[config.mk]
export PLATFORM = sky130hd
export DESIGN_NAME = lsu_mem_port
export DESIGN_NICKNAME = d
export VERILOG_FILES = /design/src/rtl/lsu_mem_port.sv
export SDC_FILE = /design/constraint.sdc
export NUM_CORES = 1
export LEC_CHECK = 0
export ABC_CLOCK_PERIOD_IN_PS = 2000
export CORE_MARGIN = 2
export CORE_UTILIZATION = 23
export CTS_CLUSTER_DIAMETER = 120
export DETAILED_ROUTE_END_ITERATION = 8
export HOLD_SLACK_MARGIN = 0.1
export PLACE_DENSITY_LB_ADDON = 0.3
export REMOVE_ABC_BUFFERS = 1
export SLEW_MARGIN = 15
export SYNTH_ARGS = -nofsm -noshare
export SYNTH_HDL_FRONTEND = slang
export SYNTH_SLANG_ARGS = --single-unit
[constraint.sdc]
create_clock -name clk -period 2 [get_ports clk]
set_input_delay 0.2 -clock clk [delete_from_list [all_inputs] [get_ports clk]]
set_output_delay 0.2 -clock clk [all_outputs]
set_load 0.05 [all_outputs]
[src/rtl/lsu_mem_port.sv]
// lsu_mem_port: in-order load/store queue driving a req/ack data-memory port.
// Define LSU_FWD_EN to enable store-to-load forwarding at push time.
module lsu_mem_port #(
  parameter int DEPTH = 4,
  parameter int TAG_W = 6
) (
  input  logic             clk,
  input  logic             rst_n,
  input  logic             in_valid,
  output logic             in_ready,
  input  logic [15:0]      in_addr,
  input  logic             in_is_st,
  input  logic [15:0]      in_wdata,
  input  logic [TAG_W-1:0] in_tag,
  output logic             mem_req,
  output logic             mem_we,
  output logic [15:0]      mem_addr,
  output logic [15:0]      mem_wdata,
  input  logic             mem_ack,
  input  logic [15:0]      mem_rdata,
  output logic             ld_valid,
  output logic [TAG_W-1:0] ld_tag,
  output logic [15:0]      ld_data
);
  localparam int PW = $clog2(DEPTH);
  localparam int CW = PW + 1;
  typedef enum logic {IDLE, REQ} state_t;
  state_t state, state_n;
  logic [15:0] q_addr [DEPTH];
  logic [15:0] q_wdata [DEPTH];
  logic [15:0] q_fdata [DEPTH];
  logic [TAG_W-1:0] q_tag [DEPTH];
  logic q_st [DEPTH];
  logic q_fwd [DEPTH];
  logic [PW-1:0] head, tail, nxt, idx;
  logic [CW-1:0] count, count_n;
  logic push, pop, issue, hit;
  logic [15:0] hit_data;
  assign push = in_valid & in_ready;
  assign nxt = head + 1'b1;
  assign count_n = count + CW'(push) - CW'(pop);
`ifdef LSU_FWD_EN
  // Later queue positions are younger, so the last match wins.
  always_comb begin
    hit = 1'b0;
    hit_data = '0;
    for (int i = 0; i < DEPTH; i++) begin
      if (CW'(i) < count && q_st[head + PW'(i)] && q_addr[head + PW'(i)] == in_addr) begin
        hit = 1'b1;
        hit_data = q_wdata[head + PW'(i)];
      end
    end
  end
`else
  assign hit = 1'b0;
  assign hit_data = '0;
`endif
  // A forwarded head is retired from IDLE without touching memory.
  always_comb begin
    state_n = state;
    pop = 1'b0;
    issue = 1'b0;
    idx = head;
    if (state == IDLE) begin
      if (count != '0) begin
        pop = q_fwd[head];
        issue = !q_fwd[head];
        state_n = q_fwd[head] ? IDLE : REQ;
      end
    end else if (mem_ack) begin
      pop = 1'b1;
      idx = nxt;
      issue = (count > CW'(1)) && !q_fwd[nxt];
      state_n = issue ? REQ : IDLE;
    end
  end
  always_ff @(posedge clk or negedge rst_n) begin
    if (!rst_n) begin
      state <= IDLE;
      head <= '0;
      tail <= '0;
      count <= '0;
      in_ready <= 1'b1;
      mem_req <= 1'b0;
      mem_we <= 1'b0;
      mem_addr <= '0;
      mem_wdata <= '0;
      ld_valid <= 1'b0;
      ld_tag <= '0;
      ld_data <= '0;
    end else begin
      state <= state_n;
      count <= count_n;
      in_ready <= count_n < CW'(DEPTH);
      if (push) tail <= tail + 1'b1;
      if (pop) head <= nxt;
      mem_req <= state_n == REQ;
      if (issue) begin
        mem_we <= q_st[idx];
        mem_addr <= q_addr[idx];
        mem_wdata <= q_wdata[idx];
      end
      ld_valid <= pop & !q_st[head];
      if (pop & !q_st[head]) begin
        ld_tag <= q_tag[head];
        ld_data <= state == IDLE ? q_fdata[head] : mem_rdata;
      end
    end
  end
  always_ff @(posedge clk) begin
    if (push) begin
      q_addr[tail] <= in_addr;
      q_wdata[tail] <= in_wdata;
      q_tag[tail] <= in_tag;
      q_st[tail] <= in_is_st;
      q_fwd[tail] <= hit & !in_is_st;
      q_fdata[tail] <= hit_data;
    end
  end
endmodule

# Word level (Yosys, flattened, before mapping)
# Memories as Yosys holds them, arrays and structs flattened. A register that Yosys moved wholly into a read port is not among the register bits.
# Cells that the tools add are included.
dict set report word_totals {
  in_bits 59
  ramBits 156
  output_inout_bits 58
  mem_count 4
  ff_bits 26
  elab_cells 44
}
dict set report classes {
  bitwise_logic 2
  muxes 16
  order_cmp 2
  n_addsub 4
  n_reduce_logical 9
}
# memory depth width rd rd_clocked_by_memory_dff write_ports line_no
set mem_list {}
lappend mem_list {q_addr 4 16 1 1 1 29} ;# logic [15:0] q_addr [DEPTH];
lappend mem_list {q_wdata 4 16 1 1 1 30} ;# logic [15:0] q_wdata [DEPTH];
lappend mem_list {q_tag 4 6 1 1 1 32} ;# logic [TAG_W-1:0] q_tag [DEPTH];
lappend mem_list {q_st 4 1 2 1 1 33} ;# logic q_st [DEPTH];
# operator n
set op_table {}
lappend op_table {{16-bit two-way mux} 1}
lappend op_table {{1-bit two-way mux} 13}
lappend op_table {{1-bit zero test} 5}
lappend op_table {{2-bit by 1-bit adder with 2-bit output (second input constant)} 2}
lappend op_table {{2-bit two-way mux} 2}
lappend op_table {{3-bit by 1-bit adder with 3-bit output} 1}
lappend op_table {{3-bit by 1-bit greater-than comparator with 1-bit output (second input constant)} 1}
lappend op_table {{3-bit less-than comparator (second input constant)} 1}
lappend op_table {{3-bit nonzero test} 1}
lappend op_table {{3-bit by 1-bit subtractor with 3-bit output} 1}
lappend op_table {{1-bit bitwise AND} 2}
lappend op_table {{1-bit zero test (first input constant)} 2}
lappend op_table {{1-bit logical AND} 1}

# Longest topological paths before layout
# Gate-level depths: netlist (run 1).
dict set report depth {
  ltp_word 5
  mapped_depth 11
  mapped_depth_nobuf 7
}

# Least setup slack after synthesis (run 1)
# OpenSTA, ideal clock, no wires.
dict set report synth_path {
  path_kind {reg2reg}
  startpoint {register state}
  endpoint {register count[2]}
  setup_time_ps 122
  required_ps 1878
  arrival_time_ps 2099
  n_path_buf 3
  path_stages_with_launch 11
  path_slack_ps -221
  period_less_slack_ps 2221
  path_cell_list {dfrtp_1 -> and2_4 -> buf_6 -> buf_6 -> buf_6 -> xnor2_1 -> ha_1 -> inv_1 -> fa_1 -> xnor2_1 -> inv_1}
}
dict set report synth_between {
  elab_chain_len 2
}
# item line_no
set synth_lines {}
lappend synth_lines {{start: declaration} 28} ;# state_t state, state_n;
lappend synth_lines {{start signal: assignment} 92} ;# state <= state_n;
lappend synth_lines {{1-bit two-way mux} 64} ;# if (state == IDLE) begin
lappend synth_lines {{3-bit by 1-bit subtractor with 3-bit output} 41} ;# assign count_n = count + CW'(push) - CW'(pop);
lappend synth_lines {{net count_n[2]} 36} ;# logic [CW-1:0] count, count_n;
lappend synth_lines {{end signal: assignment} 93} ;# count <= count_n;
lappend synth_lines {{end: declaration} 36}
# The timed path passes the listed nets, and every way through them passes these cells.
# A chain may end at the register's enable or synchronous reset.

# Worst setup path after layout (run 1)
dict set report layout_path {
  startpoint {register mem_addr[5], read port of q_addr}
  endpoint {output port mem_addr[5]}
}
# item line_no
set layout_rtl {}
lappend layout_rtl {{start: declaration} 17} ;# output logic [15:0] mem_addr,
# No word-level cell between the ends.

==> metrics.txt, run 1 <==
std cell rows 77; static leakage 4.72 nW; Max-Cap Viols 0; Critical Path RT 1.80 ns; utilization after layout 0.300; Nets 901; startpoint types register; period utilization 0.963; Sequential Area between 0.006 and 0.007 mm2; pin count of the biggest net entering global routing 68; Area contributors post-synth edfxtp_1, dfrtp_1, mux2_2, mux2i_1, nand4b_1; dpl ws 0.103 ns; DIE HEIGHT 215 um; worst-path cell with the longest stage delay clkdlybuf4s50_1; share of cells above drive strength 1 0.229; status finished, final reports clean; post-DR vias/cell 4.56; Crit path max-delay family buffers and inverters; Max Freq around 0.52 GHz; post-synthesis sequential area ratio 0.614; Synthesis Warnings 0; Pwr Total 0.0211 W; Worst Path Arrival 1.73 ns; Slew @ Worst Pin 0.549 ns; crit end category output pin; initial antenna violation count 5; Setup Viol. Count Final 0; CP bufs+invs 1; routability cong. 0.693; Synth async-reset ratio 0.294; Worst-Skew Late Latency ~0.52 ns; Setup Skew 0.0133 ns; TritonCTS clock tree done; post-synth top area share 0.456; worst reg2reg path depth 7; Die Footprint about 0.046 mm2; final hold violations 0; Pins Over Slew Limit 0; global-route wire length before repair just over 40000 um; area of the multi-input gates 0.00359 mm2; H-tree Lvls 1; syn avg cell area 14.3 um2; ANT nets after route 0; TritonCTS buffer count 25; DRC 0; worst min-delay path category primary input to async pin; vias in the first global route 6684; unrepaired setup endpoints after global routing false; critical path depth in cells 1; area leader, netlist edfxtp_1; Num Clock Sinks 221; Slew HR 0.633; crit path kind register to output pin; Global Route Usage Sum 0.115; Power per Cell Area approximately 1600 mW/mm2; post-DP HPWL 16600 um; wire per inst 18.9 um; Worst path max stage delay 0.82 ns; Peak VDD IR around 0.55 mV; Mapped Cells just over 700; Synth Flop Type edfxtp_1; initial core utilization 0.233; routed via count 6593; number of library cell types mapped by synthesis between 40 and 50; fill count approximately 4400; EDFF count, synth 156; Post-CTS Setup Inserts 0; Post-Route WL roughly 27000 um; Die Wd 215 um; commonest cells in the synthesized netlist edfxtp_1, mux2_2, dfrtp_1; IO buf count between 100 and 150; grt ovf 0; crit-path cells clkdlybuf4s50_1; Mapped Area 0.0103 mm2; Layout area overhead 28.6%; crit-path max FO 2; CTS Root Cell clkbuf_16; IO Pins ~120; 1st-pass router iterations 4; Tmin final 1.93 ns; Placeable Area 0.0441 mm2; final worst slack 0.0742 ns; most numerous cell in the Yosys netlist edfxtp_1; synthesized flop and latch total 221; CTS clk-pin slew, worst paths around 0.060 ns; Iter 0 DRT Violations 301; clk buf depth 3
-- cells by family after synthesis --
kind of cell,share of synthesized area
AOI/OAI and AO/OA,0.101
xor gates and xnor gates,0.00426
adders and majority gates,0.0105
buffers and inverters,0.0387
DFF,0.614
muxes,0.146
and+or+nand+nor,0.0858
-- sequential cells by signal, summed over array words and instances, names as in the netlist --
register	count
count	3
ld_data	16
state	1
q_st	4
ld_valid	1
mem_wdata	16
ld_tag	6
q_wdata	64
in_ready	1
q_addr	64
mem_addr	16
mem_we	1
head	2
tail	2
q_tag	24
-- path summary, 6_finish.rpt --
check	start	endpoint	slack, ns
max reg2reg	count[2]	mem_wdata[13]	0.10
min in group clk	mem_rdata[2]	ld_data[2]	0.29
max	mem_addr[5]	mem_addr[5]	0.07
max in group asynchronous	rst_n	in_ready	1.17
min	rst_n	ld_data[14]	0.15
min reg2reg	mem_addr[6]	mem_addr[6]	0.50
-- where the power goes --
part	leakage, nW	switching (W)	total [W]	internal [W]
Combinational	2.12	0.00554	0.00946	0.00391
Sequential	2.18	0.000634	0.00678	0.00615
Clock	0.416	0.00182	0.00483	0.00300
Total	4.72	0.00800	0.0211	0.0131
-- area by class of cell --
type,instances,share of cell area
clock inverter,16,0.0159
inverter,12,0.00341
tap,592,0.0560
timing repair buffer,155,0.125
multi-input combinational,419,0.272
sequential,221,0.478
clock buffer,29,0.0499
antenna,2,0.000378
-- metrics by stage --
step | TNS (ns) | cells | hold slack (ns) | cell area, um2
detailed placement | 0 | 1398 | 0.166 | 12300
finish | 0 | 1446 | 0.149 | 13200
global route | 0 | 1444 | 0.160 | 13200
floorplan | -176.70 | 652 | -0.0956 | 9930
CTS | 0 | 1444 | 0.155 | 13200
global placement | 0 | 1398 | 0.166 | 12300
-- routing by layer --
layer / vias up / GRT usage / part of all wire
li1: 3034 / - / -
met1: 3403 / 0.142 / 0.43
met2: 114 / 0.203 / 0.50
met3: 36 / 0.0240 / 0.046
met4: 6 / 0.0338 / 0.021
met5: - / 0 / 0.0016
-- repair_timing --
| action | 4_1_cts | 5_1_grt |
|---|---|---|
| endpoints found under the hold margin | 64 | 0 |
| pin swaps | 0 | 0 |
| endpoints found under the setup margin | 1 | 1 |
| hold buffers | 1 | 0 |
| cloned | 0 | 0 |
| resized for setup | 1 | 1 |
-- placed cells by master (no fill, tap or decap), types with 3 or more instances in the layout --
cell             instances
o21ai_0                 31
nor2b_1                 32
buf_12                  17
inv_1                   11
mux4_2                   7
bufinv_16                5
a21oi_1                  3
o311ai_0                27
clkbuf_16               25
nor2_1                  32
clkinvlp_4               3
mux2i_1                 33
and3_1                  31
xnor2_1                  5
a21boi_0                31
nand4b_1                31
mux2_2                  88
buf_4                   29
ha_1                     7
edfxtp_1               156
o221ai_1                31
dfrtp_1                 61
clkdlybuf4s50_1        106
and3_2                   4
clkinv_1                 5
Note: power is estimated with default switching activity, not from simulation.
==> run 2, diff against run 1 <==
CORE_ASPECT_RATIO = 2   (was default)
==> run 2 against run 1 <==
  * Maximum frequency shrank 1.9%
  * First-iteration DRC count grew 11%
  * Global-route usage grew 0.37 points
  * Largest cell class unchanged
  * Largest power group unchanged
==> metrics.txt, run 2 (synthesized netlist as in run 1, its figures left out) <==
Nets 915; crit path kind register to register; routability cong. about 0.74; Area after DPL 0.0124 mm2; Tmin final between 1.5 and 2 ns; Post-Route WL about 29000 um; routed via count 6720; NetSw approximately 0.0084 W; clk buf depth 3; Power per Cell Area 1600 mW/mm2; sequential share of power 0.316; H-tree Lvls 1; initial antenna violation count 2; Worst Path Arrival between 2 and 2.5 ns; startpoint types register; pin count of the biggest net entering global routing 53; worst min-delay path category primary input to async pin; IO Pins ~120; Placeable Area around 0.044 mm2; Max-Cap Viols 0; cell area after layout 0.0133 mm2; TritonCTS clock tree done; final worst slack 0.0362 ns; biggest regs q_addr x64, q_wdata x64, q_tag x24; IO buf count 116; most common cell after layout, fill and taps aside edfxtp_1; period utilization 0.982; global-route wire length before repair 42900 um; DIE HEIGHT 303 um; Max Freq just over 0.5 GHz; unrepaired setup endpoints after global routing true; number of cells in the finished layout apart from fillers 1420; share of cells above drive strength 1 0.243; Die Footprint 0.0465 mm2; Num Clock Sinks 221; Setup Viol. Count Final 0; vias in the first global route around 7300; utilization after layout 0.302; Peak VDD IR 0.798 mV; crit end category register; grt ovf 0; Slew @ Worst Pin 0.688 ns; std cell rows about 110; dpl cells 1366; Pins Over Slew Limit 0; final hold violations 0; dpl ws -0.00650 ns; status finished, final reports clean; Setup Skew 0.0127 ns; ANT nets after route 0; worst hold margin 0.191 ns; Critical Path RT 2.40 ns; Worst-Skew Late Latency 0.52 ns; Global Route Usage Sum 0.119; Worst path max stage delay 0.49 ns; Die Wd 154 um; Slew HR 0.541; post-DR vias/cell 4.73; static leakage 4.81 nW; crit-path cells buf_4, nor3_2, a21oi_1, o21a_2, buf_6, clkbuf_16, mux2_4; post-DP HPWL 17900 um; clock share of power 0.195; worst-path cell with the longest stage delay dfrtp_4; 1st-pass router iterations 4; Layout area overhead 29.8%; CTS Root Cell clkbuf_16; Iter 0 DRT Violations 334; DRC 0; crit-path max FO 11; initial core utilization 0.233; internal power 0.0131 W; TritonCTS buffer count 22; switching share of total power 0.390; Combinational Power Share 0.490; most frequent cells in the layout edfxtp_1, clkdlybuf4s50_1, mux2_2; CTS clk-pin slew, worst paths 0.07 ns; wire per inst between 20 and 25 um
[run 2: cell types whose count changed in the layout (fill, tap and decap cells not counted), sizes merged, moves of 3 or more]
cell,before,now
buf,46,58
bufinv,5,2
clkinvlp,3,0
dlygate4sd2,1,4
[run 2: area by class of cell]
type / instances / area, um2
Clock inverter: 11 / 111
Sequential cell: 221 / 6320
Inverter: 12 / 45.0
Clock buffer: 28 / 594
Multi-Input combinational cell: 420 / 3690
Tap cell: 555 / 694
Timing Repair Buffer: 171 / 1890
Fill cell: 4476 / 30800
Antenna cell: 2 / 5.00
[run 2: worst max-delay path, delay by kind of cell (launching register included)]
family | cells | cell delay, ns
AO/OA/AOI/OAI | 2 | 0.31
flip-flops | 1 | 0.49
AND/OR/NAND/NOR | 1 | 0.23
multiplexers | 1 | 0.29
buffers and inverters | 3 | 0.51
[run 2: metal layers]
metal,wire (um),global-route usage,part of all wire,vias up
li1,-,-,-,3057
met1,10700,0.123,0.37,3458
met2,16300,0.231,0.56,150
met3,1140,0.0193,0.039,55
met4,1120,0.0553,0.038,0
met5,0,0,0,-
[run 2: final timing paths]
check / start / to / slack, ns / depth (start not counted)
max: state / mem_addr[7] / 0.04 / 7
min: rst_n / mem_wdata[3] / 0.19 / 2
max reg2reg: state / mem_addr[7] / 0.04 / 7
min reg2reg: mem_wdata[3] / mem_wdata[3] / 0.51 / 1
max in group asynchronous: rst_n / mem_addr[14] / 1.20 / 3
min in group clk: mem_rdata[11] / ld_data[11] / 0.29 / 2
[run 2: per-stage QoR]
step,total power (W),setup TNS (ns)
floorplan,0.0127,-176.70
global route,0.0226,-0.872
detailed placement,0.0167,-0.0121
CTS,0.0209,0
finish,0.0214,0
global placement,0.0166,-0.0459
[run 2: timing repair]
item,in CTS,in global routing
gates resized for setup,5,27
hold buffers,1,0
gates cloned,0,4
pin swaps,0,2
endpoints found under the hold margin,54,0
setup buffers,0,8
endpoints found under the setup margin,11,30
[run 2: power by group through the flow]
stage,sequential (W),combinational [W],clock (W)
6_report,0.00676,0.0105,0.00417
5_1_grt,0.00691,0.0112,0.00448
4_1_cts,0.00676,0.00983,0.00435
3_5_place_dp,0.00685,0.00981,0
3_3_place_gp,0.00683,0.00973,0
2_1_floorplan,0.00918,0.00353,0
==> run 3, diff against run 2 <==
CTS_CLUSTER_DIAMETER = 40   (was 120)
==> run 3 against run 2 <==
  * Global-route usage is 0.12 points higher
  * Die area stayed put
  * Critical path depth is the same
  * Combinational power is essentially flat
  * Routed wire length decreased by 0.15%
  * Register-to-register slack worse by 0.02 ns
  * Via count is essentially flat
  * Count of clock-buffer cells in the layout increased by 3
  * Largest cell class unchanged
==> metrics.txt, run 3 (synthesized netlist as in run 1, its figures left out) <==
Num Clock Sinks 221; routed via count 6726; wire per inst 20.4 um; share of cells above drive strength 1 0.253; Layout area overhead 31.0%; initial antenna violation count 1; IO Pins 117; TritonCTS buffer count 25; Die Footprint about 0.047 mm2; Tmin final 1.99 ns; Max-Cap Viols 0; 1st-pass router iterations 6; pin count of the biggest net entering global routing 53; CTS Root Cell clkbuf_16; Die Wd between 150 and 200 um; Slew HR 0.342; TritonCTS clock tree done; post-DP HPWL 17900 um; most frequent cells in the layout edfxtp_1, clkdlybuf4s50_1, mux2_2; vias in the first global route 7369; Placeable Area 0.0442 mm2; crit end category register; R2R setup slack 0.01 ns; worst min-delay path category primary input to async pin; initial core utilization 0.233; Setup Viol. Count Final 0; most common cell after layout, fill and taps aside edfxtp_1; Iter 0 DRT Violations about 310; std cell rows between 100 and 150; Max Freq 0.503 GHz; final hold violations 0; H-tree Lvls 1; global-route wire length before repair 43300 um; CTS clk-pin slew, worst paths 0.07 ns; static leakage 4.89 nW; Worst Path Arrival about 2.4 ns; Slew @ Worst Pin 0.983 ns; ANT nets after route 0; clk buf depth 3; crit-path max FO 11; period utilization 0.993; Critical Path RT 2.41 ns; status finished, final reports clean; Peak VDD IR 0.793 mV; Post-Route WL 29200 um; DRC 0; biggest regs q_addr x64, q_wdata x64, q_tag x24; number of cells in the finished layout apart from fillers 1427; setup TNS 0 ns; Pins Over Slew Limit 0; Power per Cell Area between 1500 and 2000 mW/mm2; Setup Skew 0.0245 ns; unrepaired setup endpoints after global routing true; post-DR vias/cell 4.71; startpoint types register; Worst-Skew Late Latency 0.54 ns; routability cong. 0.739; crit path kind register to register; dpl cells 1366; Nets 919; utilization after layout 0.305; IO buf count 116; grt ovf 0; DIE HEIGHT 303 um; Global Route Usage Sum 0.120
run 3: worst paths after layout:
kind / startpoint / end / cells past startpoint
setup / recovery: state / mem_addr[8] / 7
hold / removal: rst_n / mem_wdata[3] / 2
setup reg to reg: state / mem_addr[8] / 7
hold reg to reg: mem_wdata[12] / mem_wdata[12] / 1
max in group asynchronous: rst_n / mem_wdata[8] / 3
min in group clk: mem_rdata[3] / ld_data[3] / 2
run 3: critical path: stages (launching register included):
cell	delay [ns]
dfrtp_4	0.50
buf_4	0.20
nor3_2	0.23
a21oi_1	0.07
o21a_2	0.24
buf_6	0.15
clkbuf_16	0.17
mux2_4	0.30
run 3: through the flow:
stage               hold WS (ns)  setup WS (ns)  power, W  instance area, um2
finish                     0.172         0.0132    0.0219               13500
global route               0.204        -0.0787    0.0230               13500
CTS                        0.179         0.0157    0.0215               13200
detailed placement         0.215       -0.00650    0.0167               12400
global placement           0.209        -0.0204    0.0166               12400
floorplan                -0.0956          -2.70    0.0127                9930
run 3: report_power, final:
| part | internal, W | switching [W] |
|---|---|---|
| Clock | 0.00276 | 0.00196 |
| Combinational | 0.00447 | 0.00592 |
| Sequential | 0.00615 | 0.000607 |
| Total | 0.0134 | 0.00848 |
run 3: repair_timing:
item | in CTS | in global routing
endpoints found under the hold margin | 54 | 0
hold buffers | 1 | 0
cloned | 1 | 3
pin swaps | 0 | 2
gates resized for setup | 7 | 24
setup buffers | 0 | 9
endpoints found under the setup margin | 15 | 29
run 3: per-layer routing:
layer,vias to the layer above,track usage,wire length [um]
met3,49,0.0187,976
met4,0,0.0498,901
met5,-,0,0
li1,3072,-,-
met1,3462,0.125,10800
met2,143,0.237,16400
run 3: final cells by class:
| type | instances | area, um2 |
|---|---|---|
| Clock buffer | 31 | 658 |
| Tap cell | 555 | 694 |
| Sequential cell | 221 | 6320 |
| Fill cell | 4467 | 30700 |
| Inverter | 12 | 45.0 |
| Clock inverter | 15 | 184 |
| Timing Repair Buffer | 172 | 1900 |
| Antenna cell | 1 | 2.50 |
| Multi-Input combinational cell | 420 | 3660 |
